$ cat src/rtl/clock_divider.sv
// Integer clock divider: low for ceil(N/2) cycles, high for floor(N/2).
// Optional CLOCK_DIVIDER_BALANCED_DUTY_EN stretches odd-N high phase by half a cycle.
module clock_divider #(
   parameter int unsigned DIVIDER = 250
) (
   input  logic INPUT_CLK,
   input  logic RST,
   output logic OUTPUT_CLK
);

   localparam int unsigned NSAFE = (DIVIDER < 2) ? 2 : DIVIDER;
   localparam int unsigned W     = $clog2(NSAFE);
   localparam int unsigned L     = (NSAFE + 1) / 2;
   localparam logic [W-1:0] LAST_C = W'(NSAFE - 1);
   localparam logic [W-1:0] RISE_C = W'(L);

   if (DIVIDER < 2 || DIVIDER > 65535) begin : g_bad_divider
      $error("clock_divider: DIVIDER %0d outside 2..65535", DIVIDER);
   end

   logic [W-1:0] cnt_q, cnt_d;
   logic         base_q, base_d;

   // next count wraps at N-1; base sets at L and clears at 0
   always_comb begin
      cnt_d  = (cnt_q == LAST_C) ? '0 : cnt_q + 1'b1;
      base_d = base_q;
      if (cnt_d == RISE_C) begin
         base_d = 1'b1;
      end else if (cnt_d == '0) begin
         base_d = 1'b0;
      end
   end

   // counter and base output register
   always_ff @(posedge INPUT_CLK or negedge RST) begin
      if (!RST) begin
         cnt_q  <= '0;
         base_q <= 1'b0;
      end else begin
         cnt_q  <= cnt_d;
         base_q <= base_d;
      end
   end

`ifdef CLOCK_DIVIDER_BALANCED_DUTY_EN
   if (NSAFE % 2 == 1) begin : g_odd
      logic base_n_q;

      // half-cycle delayed copy extends the high phase for odd ratios
      always_ff @(negedge INPUT_CLK or negedge RST) begin
         if (!RST) begin
            base_n_q <= 1'b0;
         end else begin
            base_n_q <= base_q;
         end
      end

      assign OUTPUT_CLK = base_q | base_n_q;
   end else begin : g_even
      assign OUTPUT_CLK = base_q;
   end
`else
   assign OUTPUT_CLK = base_q;
`endif

endmodule

$ cat config.mk
export PLATFORM = sky130hd
export DESIGN_NAME = clock_divider
export DESIGN_NICKNAME = d
export VERILOG_FILES = /design/src/rtl/clock_divider.sv
export SDC_FILE = /design/constraint.sdc
export NUM_CORES = 1
export LEC_CHECK = 0
export BUFFER_PORTS_ARGS = -buffer_cell sky130_fd_sc_hd__buf_4
export CAP_MARGIN = 5
export CORE_MARGIN = 2
export CORE_UTILIZATION = 35
export CTS_BUF_LIST = sky130_fd_sc_hd__clkbuf_16
export DETAILED_ROUTE_END_ITERATION = 7
export REMOVE_ABC_BUFFERS = 1
export SLEW_MARGIN = 20
export SYNTH_ARGS = -nofsm -noshare
export SYNTH_HDL_FRONTEND = slang
export SYNTH_SLANG_ARGS = --single-unit
$ cat constraint.sdc
create_clock -name INPUT_CLK -period 4.4 [get_ports INPUT_CLK]
set_clock_uncertainty 0.15 [all_clocks]
set_input_delay 0.22 -clock INPUT_CLK [delete_from_list [all_inputs] [get_ports INPUT_CLK]]
set_output_delay 0.22 -clock INPUT_CLK [all_outputs]
set_load 0.02 [all_outputs]
**After elaboration in Yosys (flattened, before gate mapping)**

Cells that the tools add are included.

- Register bits: 9

- $add $sub $neg: 1
- Equal/unequal tests: 2
- Multiplexer cells: 3
- Reduce and logical (&&, ||, !) cells: 2

Operators with widths:

| cell | number |
|---|---|
| 8-bit by 1-bit adder with 8-bit output, second input constant | 1 |
| 8-bit by 7-bit == test with 1-bit output, second input constant | 1 |
| 8-bit == test, second input constant | 1 |
| 8-bit logical NOT | 1 |
| 8-bit 2-to-1 mux | 1 |
| 1-bit 2-to-1 mux | 2 |
| 2-bit nonzero test | 1 |

**Logic depth before layout (Yosys ltp)**

Gate-level depths: netlist (run 1).

- Word-level depth: 5
- Depth in mapped cells: 8
- Gate-level depth less buffers: 7

**Worst setup path before layout (run 1)**

No wires, ideal clock.

- Kind: register to register
- Start point: reg cnt_q[0]
- End point: reg base_q, in the netlist OUTPUT_CLK
- Data arrival time: 1.546 ns
- Required time: 4.113 ns
- Slack: 2.567 ns
- Cell stages (with the launch flop): 7
- Cells stage by stage: dfrtp_1 -> ha_1 -> and3_1 -> nand3_1 -> xnor2_1 -> o31ai_1 -> o211ai_2

- Word-level cells in the longest chain between the ends: 4
- Elaborated cells on any way between the ends: 7
- Classes of those cells: 1 x add/sub; 2 x eq/ne; 2 x mux; 2 x reduce/logical

RTL lines:

| what | RTL line | text |
|---|---|---|
| start, declared | 21 | `logic [W-1:0] cnt_q, cnt_d;` |
| start signal, assigned | 41 | `cnt_q <= cnt_d;` |
| 8-bit by 1-bit adder with 8-bit output or 8-bit == test (tied branches) | 26 | `cnt_d = (cnt_q == LAST_C) ? '0 : cnt_q + 1'b1;` |
| 8-bit 2-to-1 mux * | 26 |  |
| 8-bit by 7-bit == test with 1-bit output or 8-bit logical NOT (tied branches) | 28, 30 |  |
| 1-bit 2-to-1 mux or 2-bit nonzero test (tied branches) | n/a |  |
| end signal, assigned | 42 | `base_q <= base_d;` |
| end, declared | 22 | `logic base_q, base_d;` |

Mark *: on every way between the ends. The rest lies on a longest branch, timed or not.
A chain may end at the register's enable or synchronous reset.

**Worst setup path in the final report (run 1)**

Ends and elaborated chain as after synthesis.

==> results_dict.tcl, run 1 <==
set metrics [dict create \
    internal_power_w 0.0002027 \
    n_antenna_cell 0 \
    swShare_pct 15.63 \
    tightest_slew_ns 0.3274 \
    rows 14 \
    routed-wl-met3_um 20 \
    path_clk_slew_ns 0.04 \
    drive_gt1_share_pct 13.85 \
    startpoint_type "register" \
    met2_wirelength_um 487 \
    final-setup-viol-count 0 \
    post-place-cells 76 \
    firstDrtPassIters 4 \
    hp-class "in -> async" \
    dp_hpwl_um 734.7 \
    remaining_drc_errors 0 \
    fin_area_um2 675.6 \
    leakage_nw 0.2633 \
    clk_latency_ns 0.23 \
    peakVddDrop_uv 253.7 \
    ys_seq_area_share_pct 38.54 \
    grt_usage_pct 12.26 \
    clock_power_share_pct 64.2 \
    min_period_ns 2.005 \
    ys_seq_elements 9 \
    syn_inst 62 \
    globalRouteOverflowTotal 0 \
    synthesis.area_um2 584.3 \
    path_max_fanout 9 \
    fin_crit_sh_pct 45.57 \
    drv_slew 0 \
    drt_wl_total_um 1026 \
    grt_max_degree 12 \
    grt_pass1_wl_um 1711 \
    routabilityCongestion 0.8100 \
    port_buffers 2 \
    max-slew-margin-rel_pct 78.17 \
    start_util_pct 37.91 \
    clock_sinks 9 \
    synth.distinct_cells 27 \
    syn_area_per_cell_um2 9.424 \
    fmax_mhz 498.7 \
    instances_no_fill 81 \
    finalHoldViolCount 0 \
    cp.required_ns 4.35 \
    critical_path_arrival_ns 1.95 \
    fp.dieW_um 44.86 \
    finalSetupTns_ns 0 \
    antenna_found_initial 0 \
    cts_setup_buffers 0 \
    rsz0062_at_grt "false" \
    fp.coreArea_mm2 0.001541 \
    vias_per_cell 5.543 \
    placedInstanceArea_um2 586.8 \
    status "finished, final reports clean" \
    drt_iter0_markers 14 \
    wl_per_cell_um 12.67 \
    yosys_warnings 0 \
    num_vias 449 \
    path_class "reg -> reg" \
    routed.top_layer "met4" \
    cp-end-kind "register" \
    grt_pass1_vias 375 \
    ant_nets 0 \
    cts.htree.levels 1 \
    clock-root-buffer "clkbuf_16" \
    pwr_density_cell_mw_per_mm2 355.7 \
    drv_cap 0 \
    cts_tree "yes" \
    die_area_mm2 0.002012 \
    nets 70 \
    ios 3 \
    route.layer.met1.wl_um 510 \
    die_y_um 44.86 \
    area_growth_pct 15.63 \
    p_total_w 0.0002403 \
    cts_buffer_depth 2 \
    numCtsBuffers 3 \
    p_comb_share_pct 1.2 \
    pwr-share-seq_pct 34.6 \
    fillCellCount 155 \
    p_switching_w 0.00003755 \
]
-- metal layers --
metal / track usage, % / up-vias
met5: 0 / -
met4: 10.59 / 0
met3: 1.200 / 2
met2: 17.10 / 8
met1: 16.79 / 209
li1: - / 230
-- flip-flops by register name (all words and copies together) (netlist names) --
register / flops
cnt_q: 8
OUTPUT_CLK: 1
-- placed cells by master (no fill, tap or decap) --
| master | instances |
|---|---|
| and2_1 | 1 |
| dlygate4sd3_1 | 1 |
| nand3b_1 | 1 |
| o41ai_1 | 1 |
| o21a_1 | 1 |
| dfrtp_1 | 9 |
| nand4_1 | 3 |
| o31ai_1 | 1 |
| inv_1 | 3 |
| and4_4 | 1 |
| nand2_1 | 3 |
| a31oi_1 | 2 |
| and4b_4 | 1 |
| ha_1 | 2 |
| nor2_1 | 9 |
| o311ai_0 | 1 |
| xor2_1 | 2 |
| xnor2_1 | 3 |
| nor2b_1 | 3 |
| buf_4 | 2 |
| clkbuf_16 | 3 |
| and3_1 | 2 |
| nand3_1 | 3 |
| o21ai_0 | 3 |
| o31a_1 | 1 |
| nor3_2 | 1 |
| o32a_1 | 1 |
| o211ai_2 | 1 |
-- synthesized netlist by cell type, drive strengths merged --
| cell type | number | share of area (%) |
|---|---|---|
| o41ai | 1 | 1.5 |
| and3 | 2 | 2.1 |
| nand2 | 3 | 1.9 |
| o211ai | 1 | 2.1 |
| buf | 4 | 5.6 |
| and4 | 1 | 1.9 |
| o311ai | 1 | 1.5 |
| o21a | 1 | 1.3 |
| nand4 | 3 | 3.2 |
| o31ai | 1 | 1.3 |
| and2 | 1 | 1.1 |
| dfrtp | 9 | 39 |
| a31oi | 2 | 2.1 |
| ha | 2 | 4.3 |
| o32a | 1 | 1.7 |
| inv | 2 | 1.3 |
| o21ai | 3 | 2.6 |
| nor2 | 9 | 5.8 |
| o31a | 1 | 1.5 |
| nand3 | 3 | 2.6 |
| xnor2 | 3 | 4.5 |
| nor2b | 3 | 3.2 |
| nor3 | 1 | 1.7 |
| nand3b | 1 | 1.3 |
| and4b | 1 | 2.4 |
| xor2 | 2 | 3.0 |
-- worst max-delay path, stage by stage, from the launching register on --
cell and delay (ns):
dfrtp_1 0.49, ha_1 0.33, and3_1 0.23, nand3_1 0.10
xnor2_1 0.17, o31ai_1 0.29, o211ai_2 0.11
-- metrics by stage --
stage	util [%]	hold slack [ns]	setup slack (ns)
after floorplan	-	-0.2256	2.559
after CTS	43.83	0.1988	2.407
after global placement	38.07	-0.09939	2.419
final	43.83	0.2018	2.395
after global routing	43.83	0.2219	2.231
after detailed placement	38.07	-0.09929	2.425
-- power groups by stage --
stage | registers [W] | logic, W | clock network (W)
2_1_floorplan | 0.0000843 | 0.0000000000953 | 0
3_3_place_gp | 0.0000843 | 0.00000232 | 0
3_5_place_dp | 0.0000843 | 0.00000232 | 0
4_1_cts | 0.0000832 | 0.00000301 | 0.000158
5_1_grt | 0.0000831 | 0.00000342 | 0.000165
6_report | 0.0000832 | 0.00000289 | 0.000154
-- cell families (layout without fill, tap and decap cells) --
family,count (synthesis),count (layout),share of synthesized area (%)
simple gates,28,28,27.19
compound gates,12,12,15.63
flops,9,9,38.54
buf+inv,6,9,6.853
xor+xnor,5,5,7.496
fa+ha+maj,2,2,4.282
-- final cells by class --
type / count / area, um2 / share of cell area [%]
clock inverters: 1 / 3.754 / 0.5556
clock buffers: 3 / 75.07 / 11.11
inverters: 2 / 7.507 / 1.111
well taps: 16 / 20.02 / 2.963
repair buffers: 3 / 25.02 / 3.704
multi-input cells: 47 / 319.1 / 47.22
flip-flops and latches: 9 / 225.2 / 33.33
-- repair_timing --
action / 4_1_cts / 5_1_grt
setup endpoints to repair: 0 / 0
gates resized for setup: 0 / 0
endpoints found under the hold margin: 9 / 0
hold buffers: 1 / 0
-- path summary, 6_finish.rpt --
kind | slack (ns) | from | endpoint | depth (start not counted)
min in group INPUT_CLK | 0.36 | cnt_q[7] | cnt_q[7] | 1
setup reg to reg | 2.39 | cnt_q[0] | OUTPUT_CLK | 6
max in group asynchronous | 3.76 | RST | cnt_q[7] | 2
hold reg to reg | 0.36 | cnt_q[7] | cnt_q[7] | 1
setup / recovery | 2.39 | cnt_q[0] | OUTPUT_CLK | 6
hold / removal | 0.20 | RST | cnt_q[0] | 2
Power figures use the tool's default switching activity.
==> run 2: changes to the inputs <==
==> constraint.sdc (replaced) <==
create_clock -name INPUT_CLK -period 1.9 [get_ports INPUT_CLK]
set_clock_uncertainty 0.15 [all_clocks]
set_input_delay 0.095 -clock INPUT_CLK [delete_from_list [all_inputs] [get_ports INPUT_CLK]]
set_output_delay 0.095 -clock INPUT_CLK [all_outputs]
set_load 0.02 [all_outputs]
==> results_dict.tcl, run 2 (synthesized netlist as in run 1, its figures left out) <==
set metrics [dict create \
    timing.critical_path.buf_inv 1 \
    die_area_mm2 0.002012 \
    peakVddDrop_uv 525.7 \
    critPathTopFamily "compound AO/OA/AOI/OAI gates" \
    ff2ff_path_depth 6 \
    vias_per_cell 5.753 \
    drt_iter0_markers 28 \
    die_y_um 44.86 \
    nets 74 \
    num_vias 489 \
    largest_register_ffs 8 \
    fin_crit_sh_pct 95.46 \
    leakage_nw 0.2913 \
    p_switching_w 0.00009040 \
    max-slew-margin-rel_pct 79.33 \
    clock-root-buffer "clkbuf_16" \
    grt_pass1_wl_um 2201 \
    path_class "reg -> reg" \
    final-setup-viol-count 0 \
    fp.coreArea_mm2 0.001541 \
    remaining_drc_errors 0 \
    cts_buffer_depth 2 \
    firstDrtPassIters 4 \
    cp.required_ns 1.85 \
    p_comb_share_pct 1.2 \
    numCtsBuffers 3 \
    drv_cap 0 \
    worst_slack_ns 0.08623 \
    hp-class "in -> async" \
    layout_commonest_cell "nor2_1" \
    status "finished, final reports clean" \
    cts.htree.levels 1 \
    rows 14 \
    port_buffers 2 \
    startpoint_type "register" \
    critical_path_arrival_ns 1.76 \
    antenna_found_initial 0 \
    globalRouteOverflowTotal 0 \
    pwr-share-seq_pct 34.4 \
    routabilityCongestion 0.8015 \
    path_clk_slew_ns 0.04 \
    pwr_density_cell_mw_per_mm2 764.0 \
    path_max_fanout 6 \
    drt_wl_total_um 1315 \
    wl_per_cell_um 15.47 \
    placedInstanceArea_um2 609.3 \
    drive_gt1_share_pct 28.99 \
    regMostFlops "cnt_q" \
    layout.core_utilization_pct 47.56 \
    clk_latency_ns 0.23 \
    cp-end-kind "register" \
    area_growth_pct 25.48 \
    path_cells "ha_1, buf_4, o21ai_2, a31oi_1, o31ai_2, o211ai_2" \
    hold_ws_ns 0.07422 \
    slowest_delay_ns 0.43 \
    internal_power_w 0.0004698 \
    grt_usage_pct 15.85 \
    drv_slew 0 \
    ios 3 \
    fin_area_um2 733.2 \
    min_period_ns 1.814 \
    place_ws_ns 0.09762 \
    tightest_slew_ns 0.3079 \
    grt_pass1_vias 471 \
    fp.dieW_um 44.86 \
    clock_sinks 9 \
    fmax_mhz 551.3 \
    crit_slowest_cell "dfrtp_2" \
    grt_max_degree 12 \
    dp_hpwl_um 779.5 \
    cts_tree "yes" \
    ant_nets 0 \
    finalSetupTns_ns 0 \
    start_util_pct 37.91 \
    clock_power_share_pct 64.4 \
    n_antenna_cell 0 \
    worst-path-stages 6 \
    finalHoldViolCount 0 \
    final_cell_mix "nor2_1, dfrtp_1, buf_4" \
    swShare_pct 16.14 \
]
[run 2: path summary, 6_finish.rpt]
path,startpoint,endpoint,slack (ns)
worst max-delay path,cnt_q[0],OUTPUT_CLK,0.09
worst min-delay path,RST,cnt_q[2],0.07
worst max register to register,cnt_q[0],OUTPUT_CLK,0.09
worst min register to register,cnt_q[0],cnt_q[0],0.34
max in group asynchronous,RST,cnt_q[1],1.38
min in group INPUT_CLK,cnt_q[0],cnt_q[0],0.34
[run 2: worst reg2reg max path, cell delays in order (launching register included)]
cell and delay [ns]:
dfrtp_2 0.43, ha_1 0.23, buf_4 0.17, o21ai_2 0.14
a31oi_1 0.11, o31ai_2 0.33, o211ai_2 0.12
[run 2: area by class of cell]
class	count	area, um2
clock buffers	3	75.07
clock inverters	1	3.754
fillers	139	808.3
inverters	2	7.507
multi-input cells	47	342.8
flip-flops and latches	9	229.0
well taps	16	20.02
repair buffers	7	55.05
[run 2: per-stage QoR]
stage	total power (W)	cells
after floorplan	0.0001952	58
after detailed placement	0.0002006	79
after global placement	0.0002005	79
final	0.0005602	85
after global routing	0.0005824	85
after CTS	0.0005703	84
[run 2: power by group through the flow]
stage                logic [W]  registers (W)  clock network [W]
4_1_cts             0.00000704       0.000193           0.000371
6_report            0.00000656       0.000193           0.000361
2_1_floorplan  0.0000000000953       0.000195                  0
5_1_grt             0.00000783       0.000192           0.000382
3_5_place_dp        0.00000541       0.000195                  0
3_3_place_gp        0.00000534       0.000195                  0
[run 2: timing repair]
action	in CTS	in global routing
gates cloned	0	0
endpoints found under the setup margin	1	1
resized for setup	1	7
pin swaps	0	1
setup buffers	0	1
hold buffers	1	0
endpoints found under the hold margin	9	0
[run 2: routing by layer]
metal | track usage (%) | vias to the layer above | routed length [um]
met5 | 0 | - | 0
met3 | 2.800 | 6 | 29
li1 | - | 239 | -
met4 | 12.94 | 0 | 47
met1 | 20.30 | 231 | 561
met2 | 23.19 | 13 | 676
